**config.mk**
```make
export PLATFORM = sky130hd
export DESIGN_NAME = frame_mux_rr
export DESIGN_NICKNAME = d
export VERILOG_FILES = /design/src/rtl/frame_mux_rr.sv
export SDC_FILE = /design/constraint.sdc
export NUM_CORES = 1
export LEC_CHECK = 0
export CORE_MARGIN = 8
export CORE_UTILIZATION = 49
export DETAILED_ROUTE_END_ITERATION = 16
export MAX_ROUTING_LAYER = met4
export PLACE_DENSITY = 0.88
export SLEW_MARGIN = 25
export SYNTH_ARGS = -nofsm -noshare
export SYNTH_HDL_FRONTEND = slang
export SYNTH_SLANG_ARGS = --single-unit
```
**constraint.sdc**
```tcl
create_clock -name init_clk -period 17 [get_ports init_clk]
set_input_delay 3.4 -clock init_clk [delete_from_list [all_inputs] [get_ports init_clk]]
set_output_delay 3.4 -clock init_clk [all_outputs]
set_load 0.01 [all_outputs]
```
**src/rtl/frame_mux_rr.sv**
```systemverilog
// frame_mux_rr: round-robin merge of N_CH length-delimited ingress FIFO frames into one egress FIFO.
// Optional build macro FRAME_MUX_HEADER_EN prefixes each frame with a {HDR_TAG, channel} header word.
module frame_mux_rr #(
    parameter int unsigned   N_CH    = 6,
    parameter int unsigned   DW      = 16,
    parameter int unsigned   LEN_W   = 16,
    parameter logic [DW-9:0] HDR_TAG = 'hA5,
    localparam int unsigned  CH_W    = (N_CH > 1) ? $clog2(N_CH) : 1
) (
    input  logic                  init_clk,
    input  logic                  reset_n_i,
    input  logic [N_CH-1:0]       ch_en,
    input  logic [N_CH*LEN_W-1:0] frame_words,
    output logic [N_CH-1:0]       ingress_fifo_rd_en,
    input  logic [N_CH*DW-1:0]    ingress_fifo_out,
    input  logic [N_CH-1:0]       ingress_fifo_empty,
    output logic [DW-1:0]         egress_fifo_din,
    output logic                  egress_fifo_wren,
    input  logic                  egress_fifo_full,
    output logic [CH_W-1:0]       cur_ch,
    output logic                  busy,
    output logic                  frame_done,
    output logic [31:0]           frame_cnt
);

    typedef enum logic [2:0] {IDLE, SEL, HDR, READ, DRAIN} state_t;

    state_t            state_q, state_d;
    logic [LEN_W-1:0]  len_a  [N_CH];
    logic [DW-1:0]     data_a [N_CH];
    logic [LEN_W-1:0]  remaining_q;
    logic              served_q;
    logic [CH_W-1:0]   start_c, cand_c, sel_idx_c;
    logic              sel_found_c;
    logic [N_CH-1:0]   rd_en_c;
    logic              rd_go_c, load_c, hdr_go_c, busy_d;
    logic [DW-1:0]     hdr_word_c;
    logic              rd_q, last_q;

    for (genvar k = 0; k < N_CH; k++) begin : g_unpack
        assign len_a[k]  = frame_words[k*LEN_W +: LEN_W];
        assign data_a[k] = ingress_fifo_out[k*DW +: DW];
    end

`ifdef FRAME_MUX_HEADER_EN
    assign hdr_word_c = {HDR_TAG, 8'(cur_ch)};
`else
    logic [DW-1:0] unused_hdr_tag;
    assign unused_hdr_tag = {HDR_TAG, 8'h00};
    assign hdr_word_c     = '0;
`endif

    // Search origin: channel 0 until something has been served, then the one after last served.
    always_comb begin
        start_c = '0;
        if (served_q) begin
            start_c = (cur_ch == CH_W'(N_CH - 1)) ? '0 : cur_ch + CH_W'(1);
        end
    end

    // First qualifying channel at or after start_c, wrapping.
    always_comb begin
        sel_found_c = 1'b0;
        sel_idx_c   = '0;
        cand_c      = '0;
        for (int i = 0; i < int'(N_CH); i++) begin
            cand_c = CH_W'((32'(start_c) + 32'(i)) % N_CH);
            if (!sel_found_c && ch_en[cand_c] && (len_a[cand_c] != '0)) begin
                sel_found_c = 1'b1;
                sel_idx_c   = cand_c;
            end
        end
    end

    always_ff @(posedge init_clk or negedge reset_n_i) begin
        if (!reset_n_i) begin
            state_q <= IDLE;
        end else begin
            state_q <= state_d;
        end
    end

    always_comb begin
        state_d  = state_q;
        rd_en_c  = '0;
        rd_go_c  = 1'b0;
        load_c   = 1'b0;
        hdr_go_c = 1'b0;
        case (state_q)
            IDLE: state_d = SEL;
            SEL: begin
                if (sel_found_c) begin
                    load_c = 1'b1;
`ifdef FRAME_MUX_HEADER_EN
                    state_d = HDR;
`else
                    state_d = READ;
`endif
                end else begin
                    state_d = IDLE;
                end
            end
            HDR: begin
`ifdef FRAME_MUX_HEADER_EN
                if (!egress_fifo_full) begin
                    hdr_go_c = 1'b1;
                    state_d  = READ;
                end
`else
                state_d = READ;
`endif
            end
            READ: begin
                if (!ingress_fifo_empty[cur_ch] && !egress_fifo_full && (remaining_q != '0)) begin
                    rd_go_c          = 1'b1;
                    rd_en_c[cur_ch]  = 1'b1;
                    if (remaining_q == LEN_W'(1)) begin
                        state_d = DRAIN;
                    end
                end
            end
            DRAIN: begin
                if (!rd_q) begin
                    state_d = SEL;
                end
            end
            default: state_d = IDLE;
        endcase
        busy_d = (state_d == HDR) || (state_d == READ) || (state_d == DRAIN);
    end

    assign ingress_fifo_rd_en = rd_en_c;

    // Frame bookkeeping: served channel and words left to read.
    always_ff @(posedge init_clk or negedge reset_n_i) begin
        if (!reset_n_i) begin
            cur_ch      <= '0;
            served_q    <= 1'b0;
            remaining_q <= '0;
            busy        <= 1'b0;
        end else begin
            busy <= busy_d;
            if (load_c) begin
                cur_ch      <= sel_idx_c;
                served_q    <= 1'b1;
                remaining_q <= len_a[sel_idx_c];
            end else if (rd_go_c) begin
                remaining_q <= remaining_q - LEN_W'(1);
            end
        end
    end

    // Egress pipeline: ingress data is valid one cycle after rd_en and is registered out.
    always_ff @(posedge init_clk or negedge reset_n_i) begin
        if (!reset_n_i) begin
            rd_q             <= 1'b0;
            last_q           <= 1'b0;
            egress_fifo_din  <= '0;
            egress_fifo_wren <= 1'b0;
            frame_done       <= 1'b0;
            frame_cnt        <= '0;
        end else begin
            rd_q       <= rd_go_c;
            last_q     <= rd_go_c && (remaining_q == LEN_W'(1));
            frame_done <= rd_q && last_q;
            if (rd_q && last_q) begin
                frame_cnt <= frame_cnt + 32'd1;
            end
            if (rd_q) begin
                egress_fifo_din  <= data_a[cur_ch];
                egress_fifo_wren <= 1'b1;
            end else if (hdr_go_c) begin
                egress_fifo_din  <= hdr_word_c;
                egress_fifo_wren <= 1'b1;
            end else begin
                egress_fifo_din  <= '0;
                egress_fifo_wren <= 1'b0;
            end
        end
    end

endmodule

```
==> metrics.json <==
{
  "max_cap_viol_count": 0,
  "track_usage_pct": 29.4,
  "avg_cell_area_syn_sq_um": 8.36,
  "cellInternalPower_mw": 0.902,
  "post_cts_resize_count": 0,
  "finalCriticalPeriod_ns": 9.17,
  "critPathCaptureType": "output pin",
  "share_clk_of_total_power_pct": 10.1,
  "synth_fp_nets": 1063,
  "grt_antenna_before_repair": 0,
  "cp_slowest_stage_delay_ns": 0.54,
  "place.detailed.hpwl_mm": 21.3,
  "postPlaceCellArea_sq_um": 9680,
  "clockRootBuffer": "clkbuf_16",
  "layout_common_cells": "clkdlybuf4s50_1 (265), dfrtp_1 (76), nand2_1 (56)",
  "final_cells": 1254,
  "maxClockFrequency_mhz": 109,
  "vdd_ir_drop_max_mv": 0.167,
  "chipHeight_microns": 136,
  "synthCells": 838,
  "hold_wc_path_type": "flop to flop",
  "synthDominantAreaCellType": "dfrtp_1",
  "route.detailed.wl_per_inst_microns": 21.6,
  "total_switching_power_mw": 1.08,
  "crit_required_ns": 13.60,
  "io_pins": 267,
  "synth-seq-area-share_pct": 27.1,
  "globalRoute.totalOverflow": 0,
  "later_pin_clock_latency_in_the_skew_report_ns": 0.34,
  "outcome": "finished, final reports clean",
  "grt_first_pass_wirelength_mm": 42.4,
  "power.combinational.fraction_pct": 76.3,
  "timing_hold_violations_final": 0,
  "place.port_buffers": 266,
  "p_seq_share_pct": 13.6,
  "layout_commonest_cell": "clkdlybuf4s50_1",
  "vias_after_detailed_routing": 7992,
  "switching_share_of_power_pct": 54.4,
  "worst_path_max_delay_cell": "clkdlybuf4s50_1",
  "path_buf_inv": 3,
  "criticalPathCategory": "input port to output pin",
  "clock_tree.buffer_depth": 2,
  "worst_slew_margin_rel_pct": 35.1,
  "slew_viol_final": 0,
  "syn_to_final_growth_pct": 42.5,
  "drc_violation_count_after_routing": 0,
  "synth_ff_type": "dfrtp_1",
  "synthesis.area_sq_um": 7010,
  "final_min_period_over_clock_period_pct": 53.9,
  "numClockSinks": 76,
  "vias_per_cell": 6.37,
  "ant_nets": 0,
  "cp_data_arrival_time_ns": 5.77,
  "clkTransAtPathRegs_ns": 0.07,
  "insertedDiodeCount": 0,
  "timing.critical_path.fanout_max": 8,
  "cts_inserted_buffers": 9,
  "initial_core_util_pct": 50.3,
  "finalSetupViolations": 0,
  "filler_cell_count": 1094,
  "first_iter_violations": 738,
  "cts.hold.buffers_added": 0,
  "via_count_of_the_first_global_routing_pass": 7841,
  "numPlacedInstances": 1238,
  "power-per-cell-area_nw_per_um2": 198,
  "grt_max_degree": 77,
  "htree_num_levels": 3,
  "netlist.area_leader.share_pct": 27.1,
  "hold_slack_ns": 0.467,
  "row_count": 43,
  "drt_first_pass_iters": 6,
  "cpLargestDelayFamily": "buffers and inverters",
  "gp_routability_congestion": 0.982,
  "grt_setup_unrepaired": "false",
  "ys_ff_latch": 76,
  "worst_setup_path_start_kind": "input port",
  "synth_area_leaders": "dfrtp_1 (27%), a22oi_1 (5.5%), xnor2_1 (4.0%), a211oi_1 (3.4%), and3_1 (3.2%)",
  "yosysWarningCount": 0,
  "ys_async_sr_fraction_pct": 100,
  "synth_edf_count": 0,
  "share_of_layout_cells_above_drive_strength_1_pct": 6.80,
  "finish.instance_area_sq_um": 9990,
  "setup_tns_ns": 0,
  "tritoncts_clock_tree": "done",
  "cp_cell_sequence": "clkdlybuf4s50_1, mux2i_1, nor2_1, a31oi_1, o211ai_1, a31oi_1, nand3_1, inv_2, and2_1, clkdlybuf4s50_1",
  "cts_setup_buffers": 0,
  "fin_skew_ns": 0.00829,
  "finalNetCount": 1294,
  "worst-slew-pin-transition_ns": 0.972,
  "postRouteWirelength_mm": 27.1,
  "static_power_due_to_leakage_nw": 3.90,
  "chipWidth_microns": 136,
  "number_of_different_library_cells_in_the_post_synthesis_netlist": 90,
  "die_area_sq_um": 18400,
  "floorplan.core_area_sq_um": 13900
}
synthesized netlist by cell type (3+ instances only):
library cell and instances:
and2_1 13, and3_1 36, o21ai_0 22, a31o_2 3
and4_1 5, a22oi_1 51, nor2b_1 10, dfrtp_1 76
inv_2 4, buf_6 9, clkbuf_1 25, buf_4 5
nand2_1 56, o22ai_1 5, nand2b_1 8, nand3b_1 3
a31oi_1 21, buf_2 14, nor4_1 31, or3_1 7
o211ai_1 6, o31ai_1 6, a32oi_1 11, o32a_1 3
a211oi_2 3, nand4_1 16, ha_1 18, a211oi_1 32
xor2_1 14, nand3_1 44, nor2_1 52, nor3b_1 8
a21oi_1 33, o21ai_1 9, nor3_1 16, or4_1 6
mux2_2 3, xnor2_1 32, a21o_1 6, o21a_1 6
inv_1 29, mux2i_1 15
state kept, by name, summed over array words and instances, names as in the netlist:
name	cells
last_q	1
busy	1
served_q	1
state_q	3
frame_done	1
remaining_q	16
frame_cnt	32
cur_ch	3
egress_fifo_wren	1
egress_fifo_din	16
rd_q	1
per-stage QoR:
stage / util, % / setup slack, ns / power (mW)
after global placement: 69.5 / 7.95 / 1.71
after floorplan: - / 9.01 / 1.41
after CTS: 71.7 / 7.85 / 1.94
final: 71.7 / 7.83 / 1.98
after global routing: 71.7 / 7.75 / 2.12
after detailed placement: 69.5 / 7.88 / 1.74
power groups by stage:
| stage | Clock, mW | Sequential [mW] | Combinational (mW) |
|---|---|---|---|
| floorplan | 0 | 0.256 | 1.15 |
| global placement | 0 | 0.269 | 1.44 |
| detailed placement | 0 | 0.272 | 1.47 |
| CTS | 0.202 | 0.269 | 1.47 |
| global route | 0.209 | 0.275 | 1.63 |
| finish | 0.200 | 0.270 | 1.51 |
layer usage:
layer  wire (microns)  track usage, %
met1            10700            35.6
met2            13200            48.0
met3             2230            4.56
met4              962            12.0
met5                0               -
final cells by class:
type                            instances  area (sq um)  area share [%]
Timing Repair Buffer                  274          2720            27.3
Multi-Input combinational cell        675          4710            47.1
Inverter                               33           124            1.24
Clock buffer                            9           225            2.25
Tap cell                              180           225            2.25
Sequential cell                        76          1900            19.0
Clock inverter                          7          82.6           0.827
worst register-to-register path: stages (launching register included):
cell,delay (ns)
dfrtp_1,0.89
and3b_1,0.85
o21ai_1,0.37
inv_1,0.22
ha_1,0.38
nand3b_1,0.22
inv_2,0.15
ha_1,0.25
nand2b_1,0.16
a211o_1,0.29
nand2_1,0.14
o22ai_4,0.11
a32o_1,0.26
o22ai_1,0.21
o32a_1,0.51
o21ai_0,0.23
o21ai_2,0.76
buf_4,0.38
nand2_2,0.41
a211oi_1,0.69
nor3b_1,0.12
final timing paths:
| path | slack [ns] | end | depth (start not counted) | from |
|---|---|---|---|---|
| max | 7.83 | ingress_fifo_rd_en[5] | 10 | ingress_fifo_empty[1] |
| min | 0.47 | egress_fifo_wren | 0 | rd_q |
| max reg2reg | 9.28 | remaining_q[4] | 20 | cur_ch[0] |
| min reg2reg | 0.47 | egress_fifo_wren | 0 | rd_q |
| max in group asynchronous | 13.44 | frame_cnt[14] | 1 | reset_n_i |
| min in group asynchronous | 3.10 | frame_cnt[16] | 1 | reset_n_i |
kinds of logic after synthesis:
kind of cell	synth area share [%]
adder cells (fa/ha/maj)	3.21
AND/OR/NAND/NOR	26.1
buffers and inverters	6.14
AO/OA/AOI/OAI	28.1
multiplexers	3.64
flip-flops	27.1
XOR/XNOR	5.75
Power figures use the tool's default switching activity.
